`config.mk`:
```
export PLATFORM = sky130hd
export DESIGN_NAME = arm_hazard_scoreboard
export DESIGN_NICKNAME = d
export VERILOG_FILES = /design/src/rtl/arm_hazard_scoreboard.sv
export SDC_FILE = /design/constraint.sdc
export NUM_CORES = 1
export LEC_CHECK = 0
export CAP_MARGIN = 40
export CORE_MARGIN = 4
export CORE_UTILIZATION = 43
export DETAILED_ROUTE_END_ITERATION = 10
export GPL_ROUTABILITY_DRIVEN = 0
export PLACE_DENSITY = 0.74
export SETUP_SLACK_MARGIN = 0.15
export SLEW_MARGIN = 20
export SYNTH_ARGS = -nofsm -noshare
export SYNTH_HDL_FRONTEND = slang
export SYNTH_SLANG_ARGS = --single-unit
```
`constraint.sdc`:
```
create_clock -name clk -period 1.6 [get_ports clk]
set_input_delay 0.32 -clock clk [delete_from_list [all_inputs] [get_ports clk]]
set_output_delay 0.32 -clock clk [all_outputs]
set_load 0.005 [all_outputs]
```
`src/rtl/arm_hazard_scoreboard.sv`:
```
// Hazard/forwarding controller between decode and execute: tracks in-flight writers,
// selects forwarding sources, and stalls on load-use, MAC occupancy, CPSR and halt drain.
// Optional build macro ARM_CPSR_FWD_EN adds cpsr_fwd_sel and removes most CPSR stalls.
module arm_hazard_scoreboard #(
    parameter int NUM_RD_PORTS = 3,
    parameter int NUM_STAGES   = 3,
    parameter int REG_AW       = 4,
    parameter int MAC_LAT      = 2,
    parameter int FW           = $clog2(NUM_STAGES + 1)
) (
    input  logic                             clk,
    input  logic                             rst,
    input  logic                             dcd_valid,
    input  logic [NUM_RD_PORTS*REG_AW-1:0]   dcd_read_reg_num,
    input  logic [NUM_RD_PORTS-1:0]          dcd_read_mask,
    input  logic                             dcd_rd_we,
    input  logic [REG_AW-1:0]                dcd_rd_num,
    input  logic                             dcd_is_load,
    input  logic                             dcd_is_mac,
    input  logic                             dcd_cpsr_we,
    input  logic                             dcd_is_cond,
    input  logic                             dcd_halt,
    input  logic                             flush,
    output logic                             stall,
    output logic                             issue,
    output logic [NUM_RD_PORTS*FW-1:0]       fwd_sel,
`ifdef ARM_CPSR_FWD_EN
    output logic [FW-1:0]                    cpsr_fwd_sel,
`endif
    output logic                             halted,
    output logic [$clog2(NUM_STAGES+1)-1:0]  busy_cnt
);

    localparam int                MW     = $clog2(MAC_LAT + 1);
    localparam logic [REG_AW-1:0] PC_REG = REG_AW'(15);

    logic              sb_vld     [NUM_STAGES];
    logic              sb_rd_we   [NUM_STAGES];
    logic [REG_AW-1:0] sb_rd      [NUM_STAGES];
    logic              sb_is_load [NUM_STAGES];
    logic              sb_cpsr_we [NUM_STAGES];
    logic [MW-1:0]     mac_cnt;
    logic              halt_pending;

    logic [NUM_RD_PORTS*FW-1:0] sel_raw;
    logic [FW-1:0]              busy_raw;
    logic                       load_use;
    logic                       mac_hold;
    logic                       any_cpsr;
    logic                       cpsr_haz;
    logic                       gate;
    logic                       stall_int;
`ifdef ARM_CPSR_FWD_EN
    logic [FW-1:0]              cpsr_sel_raw;
`endif

    assign mac_hold = (mac_cnt > MW'(1));

    // Scanning oldest to youngest lets the youngest matching writer win.
    always_comb begin
        sel_raw  = '0;
        load_use = 1'b0;
        for (int p = 0; p < NUM_RD_PORTS; p++) begin
            for (int k = NUM_STAGES - 1; k >= 0; k--) begin
                if (dcd_read_mask[p] &&
                    dcd_read_reg_num[p*REG_AW +: REG_AW] != PC_REG &&
                    sb_vld[k] && sb_rd_we[k] &&
                    sb_rd[k] == dcd_read_reg_num[p*REG_AW +: REG_AW]) begin
                    sel_raw[p*FW +: FW] = FW'(k + 1);
                end
            end
            if (sel_raw[p*FW +: FW] == FW'(1) && sb_is_load[0]) begin
                load_use = 1'b1;
            end
        end
    end

    always_comb begin
        busy_raw = '0;
        any_cpsr = 1'b0;
        for (int k = 0; k < NUM_STAGES; k++) begin
            busy_raw = busy_raw + FW'(sb_vld[k]);
            if (sb_vld[k] && sb_cpsr_we[k]) begin
                any_cpsr = 1'b1;
            end
        end
    end

`ifdef ARM_CPSR_FWD_EN
    always_comb begin
        cpsr_sel_raw = '0;
        for (int k = NUM_STAGES - 1; k >= 0; k--) begin
            if (sb_vld[k] && sb_cpsr_we[k]) begin
                cpsr_sel_raw = FW'(k + 1);
            end
        end
    end

    // Flags can be forwarded except from a flag-setting load or a MAC still in EX.
    assign cpsr_haz = dcd_is_cond && sb_vld[0] && sb_cpsr_we[0] &&
                      (sb_is_load[0] || mac_cnt != '0);
    assign cpsr_fwd_sel = rst ? '0 : cpsr_sel_raw;
`else
    assign cpsr_haz = dcd_is_cond && any_cpsr;
`endif

    assign gate      = dcd_valid && !halt_pending && !flush && !rst;
    assign stall_int = gate && (load_use || mac_hold || cpsr_haz);
    assign stall     = stall_int;
    assign issue     = gate && !stall_int;
    assign fwd_sel   = rst ? '0 : sel_raw;
    assign busy_cnt  = rst ? '0 : busy_raw;

    // Control state: entry valids, MAC occupancy, halt tracking.
    always_ff @(posedge clk) begin
        if (rst) begin
            for (int k = 0; k < NUM_STAGES; k++) begin
                sb_vld[k] <= 1'b0;
            end
            mac_cnt      <= '0;
            halt_pending <= 1'b0;
            halted       <= 1'b0;
        end else begin
            if (mac_hold) begin
                mac_cnt <= mac_cnt - MW'(1);
                for (int k = NUM_STAGES - 1; k >= 2; k--) begin
                    sb_vld[k] <= sb_vld[k-1];
                end
                sb_vld[1] <= 1'b0;
            end else begin
                for (int k = NUM_STAGES - 1; k >= 1; k--) begin
                    sb_vld[k] <= sb_vld[k-1];
                end
                sb_vld[0] <= issue;
                mac_cnt   <= (issue && dcd_is_mac) ? MW'(MAC_LAT) : '0;
            end
            if (issue && dcd_halt) begin
                halt_pending <= 1'b1;
            end
            if (halt_pending && busy_raw == '0) begin
                halted <= 1'b1;
            end
        end
    end

    // Entry payload; only meaningful where the matching valid bit is set.
    always_ff @(posedge clk) begin
        if (mac_hold) begin
            for (int k = NUM_STAGES - 1; k >= 2; k--) begin
                sb_rd_we[k]   <= sb_rd_we[k-1];
                sb_rd[k]      <= sb_rd[k-1];
                sb_is_load[k] <= sb_is_load[k-1];
                sb_cpsr_we[k] <= sb_cpsr_we[k-1];
            end
        end else begin
            for (int k = NUM_STAGES - 1; k >= 1; k--) begin
                sb_rd_we[k]   <= sb_rd_we[k-1];
                sb_rd[k]      <= sb_rd[k-1];
                sb_is_load[k] <= sb_is_load[k-1];
                sb_cpsr_we[k] <= sb_cpsr_we[k-1];
            end
            sb_rd_we[0]   <= dcd_rd_we && !dcd_halt;
            sb_rd[0]      <= dcd_rd_num;
            sb_is_load[0] <= dcd_is_load;
            sb_cpsr_we[0] <= dcd_cpsr_we;
        end
    end

endmodule

```
; Yosys cells after proc, flatten, opt, wreduce, memory -nomap -nowiden
; Memory sizes are Yosys's and may differ from the RTL's.
; Index checks and enable logic that the tools add are counted.
; Widths: inputs -> output; s select.
[word_totals]
reg_bits = 4
ramBits = 24
input_bits = 29
output_inout_bits = 11
elab_cells = 127
n_memories = 5
[classes]
n_addsub = 3
order_cmp = 1
n_eq_ne = 15
n_mux = 37
bitwise = 9
reduce_logical = 54
[mem_list]
columns = memory, depth, width, rd, rd_clocked_by_memory_dff, write_ports, line_no
row1 = sb_rd, 3, 4, 3, 0, 3, 39  ; logic [REG_AW-1:0] sb_rd [NUM_STAGES];
row2 = sb_cpsr_we, 3, 1, 3, 0, 3, 41  ; logic sb_cpsr_we [NUM_STAGES];
row3 = sb_is_load, 3, 1, 2, 0, 3, 40  ; logic sb_is_load [NUM_STAGES];
row4 = sb_rd_we, 3, 1, 3, 0, 3, 38  ; logic sb_rd_we [NUM_STAGES];
row5 = sb_vld, 3, 1, 3, 0, 3, 37  ; logic sb_vld [NUM_STAGES];
[ops]
columns = op, count
row1 = $logic_and 1x1->1, 46
row2 = $eq 4x4->1, 9
row3 = $mux 2, 12
row4 = $mux 1, 23
row5 = $ne 4x4->1 const B, 3
row6 = $or 1x1->1, 9
row7 = $eq 2x1->1 const B, 3
row8 = $mux 6, 1
row9 = $logic_not 1->1, 5
row10 = $mux 4, 1
row11 = $add 1x1->2, 1
row12 = $add 2x1->2, 1
row13 = $gt 2x1->1 const B, 1
row14 = $logic_not 2->1, 1
row15 = $logic_or 1x1->1, 2
row16 = $sub 2x1->2 const B, 1

; Logic depth before layout (Yosys ltp)
[logic_depth]
word_depth = 21
mapped_depth = 5
ltp_nobuf = 5

; Worst setup path after synthesis
; Ideal clock, no wire load.
[synth_timing]
kind = flip-flop to output port
from = memory sb_rd[1][2], in the netlist sb_rd[0][6]
to = output port fwd_sel[1]
t_arrival_ns = 1.401
required_ns = 1.280
slack_ns = -0.121
stages_incl_launch_ff = 6
n_path_buf = 0
path_cell_list = edfxtp_1 xnor2_1 nand3_1 or4_4 nor2b_4 nor3_2
[synth_rtl]
columns = element, line_no
row1 = "start, declared", 39
row2 = "end, declared", 26  ; output logic [NUM_RD_PORTS*FW-1:0] fwd_sel,

==> flow_summary.yaml <==
run_status:
  run_status: "finished with violations"
  violations: "negative setup slack"
pwr:
  power.net_switching_mw: 0.477
  seqPwrFrac_pct: 49.4
  ir_drop_uv: 518
  p_leak_nw: 1.17
  p_int_mw: 1.13
  combPwrFrac_pct: 32.5
  swShare_pct: 29.7
  power_density_nw_per_um2: 582
  clock_power_share_pct: 18.1
  p_total_mw: 1.61
clock_tree:
  cts_tree: "done"
  cts_sinks: 26
  cts_root_buf: "clkbuf_4"
  hold_buffers: 0
  cts_inserted_buffers: 3
  ctsHtreeMaxLevel: 1
  clock_latency_ns: 0.32
  path_clk_slew_ns: 0.14
  clockBufferDepth: 2
finish:
  areaGrowthSynthToFinish_pct: 89.5
  multiInputGateArea_um2: 1050
  nNetsFinal: 278
  layout.area.seq_um2: 682
  final_core_util_pct: 87.5
  n_antenna_cell: 0
  fill_cells: 141
  drive_above_1_share_pct: 50.6
routing:
  vias_per_cell: 5.69
  highest_layer: "met4"
  first_pass_iters: 4
  ant_nets: 0
  wirelength_um: 6550
  routedWlPerCell_um: 22.5
  drc_errors: 0
  drtIter0Drc: 65
  vias: 1657
  met2_length_um: 3180
  wl_met1_um: 2380
  met3_length_um: 505
yosys:
  syn_inst: 135
  synthSimpleGateAreaFrac_pct: 22.9
  seq_area_frac_synth_pct: 46.7
  synthArstFlopShare_pct: 0
  synthAdderAreaFrac_pct: 1.37
  synth_compound_area_share_pct: 5.84
  syn_area_um2: 1460
  synthFlopType: "edfxtp_1"
  synth-xor-area-share_pct: 21.6
  synth_top_family_by_area: "simple AND/OR/NAND/NOR gates"
  synth.distinct_cells: 34
  synth_mux_area_share_pct: 0
  yosys_warnings: 0
  synth.avg_cell_area_um2: 10.8
  synth_edf_count: 16
  yosys_register_bits: 26
timing:
  relSlewSlack_pct: 66.1
  rsz0062_at_grt: "yes"
  period_minus_slack_ns: 2.58
  max_freq_ghz: 0.388
  maxSlewViolCount: 0
  skew_ns: 0.00226
  setup_viol: 14
  tightestPinTransition_ns: 0.505
  timing.final.ws_setup_ns: -0.975
  min_period_over_period_pct: 161
  hold_viol: 0
place:
  hpwl_um: 3160
  numPortBuffers: 39
hold_path:
  min_path_cells: 0
  hold_class: "reg -> reg"
floorplan:
  num_rows: 20
  ios: 40
  die-area_um2: 4380
  die_h_um: 66.2
  fp.dieW_um: 66.2
  start_util_pct: 46.2
  coreArea_um2: 3150
setup_path:
  path_class: "reg -> out"
  reg2reg_depth: 9
  cp_data_required_time_ns: 1.28
  cp.arrival_ns: 2.26
  worstSetupStartpointType: "flop"
  cp_max_fo: 3
  end_kind: "primary output"
global_routing:
  grtUsageTotal_pct: 28.4
  grt_max_degree: 15
  overflow: 0
  grt_pass1_vias: 1665
  antenna_found_initial: 0
  grt_pass1_wl_um: 8870
flow_run:
  drv_cap: 0
[power by group through the flow]
stage / clock network [mW] / registers, mW / logic (mW)
after floorplan: 0 / 0.798 / 0.147
after global routing: 0.315 / 0.796 / 0.547
after CTS: 0.288 / 0.788 / 0.409
after detailed placement: 0 / 0.809 / 0.333
after global placement: 0 / 0.807 / 0.322
final: 0.291 / 0.794 / 0.522
[final timing paths]
kind / to / slack, ns / startpoint
min reg2reg: sb_rd_we[0][2]$_DFF_P_ / 0.40 / sb_rd_we[0][1]$_DFFE_PN_
max: fwd_sel[0] / -0.98 / sb_rd[0][3]$_DFFE_PN_
min: sb_rd_we[0][2]$_DFF_P_ / 0.40 / sb_rd_we[0][1]$_DFFE_PN_
max reg2reg: sb_vld[0][0]$_SDFFCE_PP0P_ / -0.60 / sb_rd[0][3]$_DFFE_PN_
[cells by family (layout without fill, tap and decap cells)]
family / count (synthesis) / count (layout)
compound gates: 12 / 12
flops: 26 / 26
simple gates: 54 / 54
fa+ha+maj: 1 / 1
xor+xnor: 36 / 36
buf+inv: 5 / 116
other cells: 1 / 2
[flip-flops by register name (all words and copies together), names as in the netlist]
name and count:
sb_rd 12, sb_is_load 1, sb_rd_we 3, halt_pending 1, halted 1, sb_cpsr_we 3
mac_cnt 2, sb_vld 3
[critical path, cell delays in order (launching register included)]
cell and delay [ns]:
edfxtp_1 0.49, buf_6 0.17, buf_6 0.12, xnor2_2 0.17, nand3_2 0.12, nor4_4 0.41
buf_4 0.21, a21oi_2 0.03, nor2_1 0.09, buf_2 0.12
[placed cells by master, fill, tap and decap left out, types with 5 or more instances in the layout]
cell / Yosys / routed
nand3_2: 0 / 5
dfxtp_1: 10 / 9
clkdlybuf4s50_1: 0 / 17
edfxtp_1: 16 / 16
xnor2_1: 25 / 13
xnor2_2: 0 / 9
buf_2: 0 / 9
buf_4: 0 / 49
dlygate4sd2_1: 0 / 13
buf_6: 0 / 19
nand2_1: 8 / 8
nor2_1: 8 / 7
xor2_1: 11 / 10
[cell type report]
cell class	count	share of cell area, %
tap	44	1.99
clock buffer	3	0.816
clock inverter	1	0.136
sequential	26	24.7
multi-input combinational	105	38.1
inverter	4	0.544
timing repair buffer	108	33.7
[per-stage QoR]
stage	instances	cell area, µm²	hold slack (ns)	setup TNS [ns]	worst slack [ns]
6_report	291	2760	0.397	-10.02	-0.975
3_3_place_gp	251	2200	0.353	-10.32	-1.07
5_1_grt	291	2760	0.403	-10.77	-1.05
2_1_floorplan	136	1500	0.348	-0.281	-0.0816
3_5_place_dp	251	2200	0.356	-11.19	-1.18
4_1_cts	279	2530	0.386	-7.71	-0.827
[repair_timing]
action | 4_1_cts | 5_1_grt
gates resized for setup | 81 | 26
pin swaps | 28 | 21
setup buffers | 24 | 12
gates cloned | 0 | 0
endpoints found under the setup margin | 15 | 14
[routing by layer]
metal / GRT usage [%] / vias up
met5: 0 / -
met4: 15.2 / 0
met3: 5.78 / 37
met2: 50.3 / 115
met1: 31.3 / 790
li1: - / 715
[synthesized netlist by cell type, types with 2 or more instances]
master	count	share of area, %
a21oi_1	4	1.4
dfxtp_1	10	14
edfxtp_1	16	33
inv_1	4	1.0
nand2_1	8	2.1
nand3_1	9	3.1
nand4_1	3	1.3
nor2_1	8	2.1
nor2b_1	4	1.7
nor3b_1	3	1.5
nor4_1	5	2.1
nor4_2	3	2.6
o31a_1	2	1.2
or4_1	2	1.0
xnor2_1	25	15
xor2_1	11	6.6
Power figures use the tool's default switching activity.
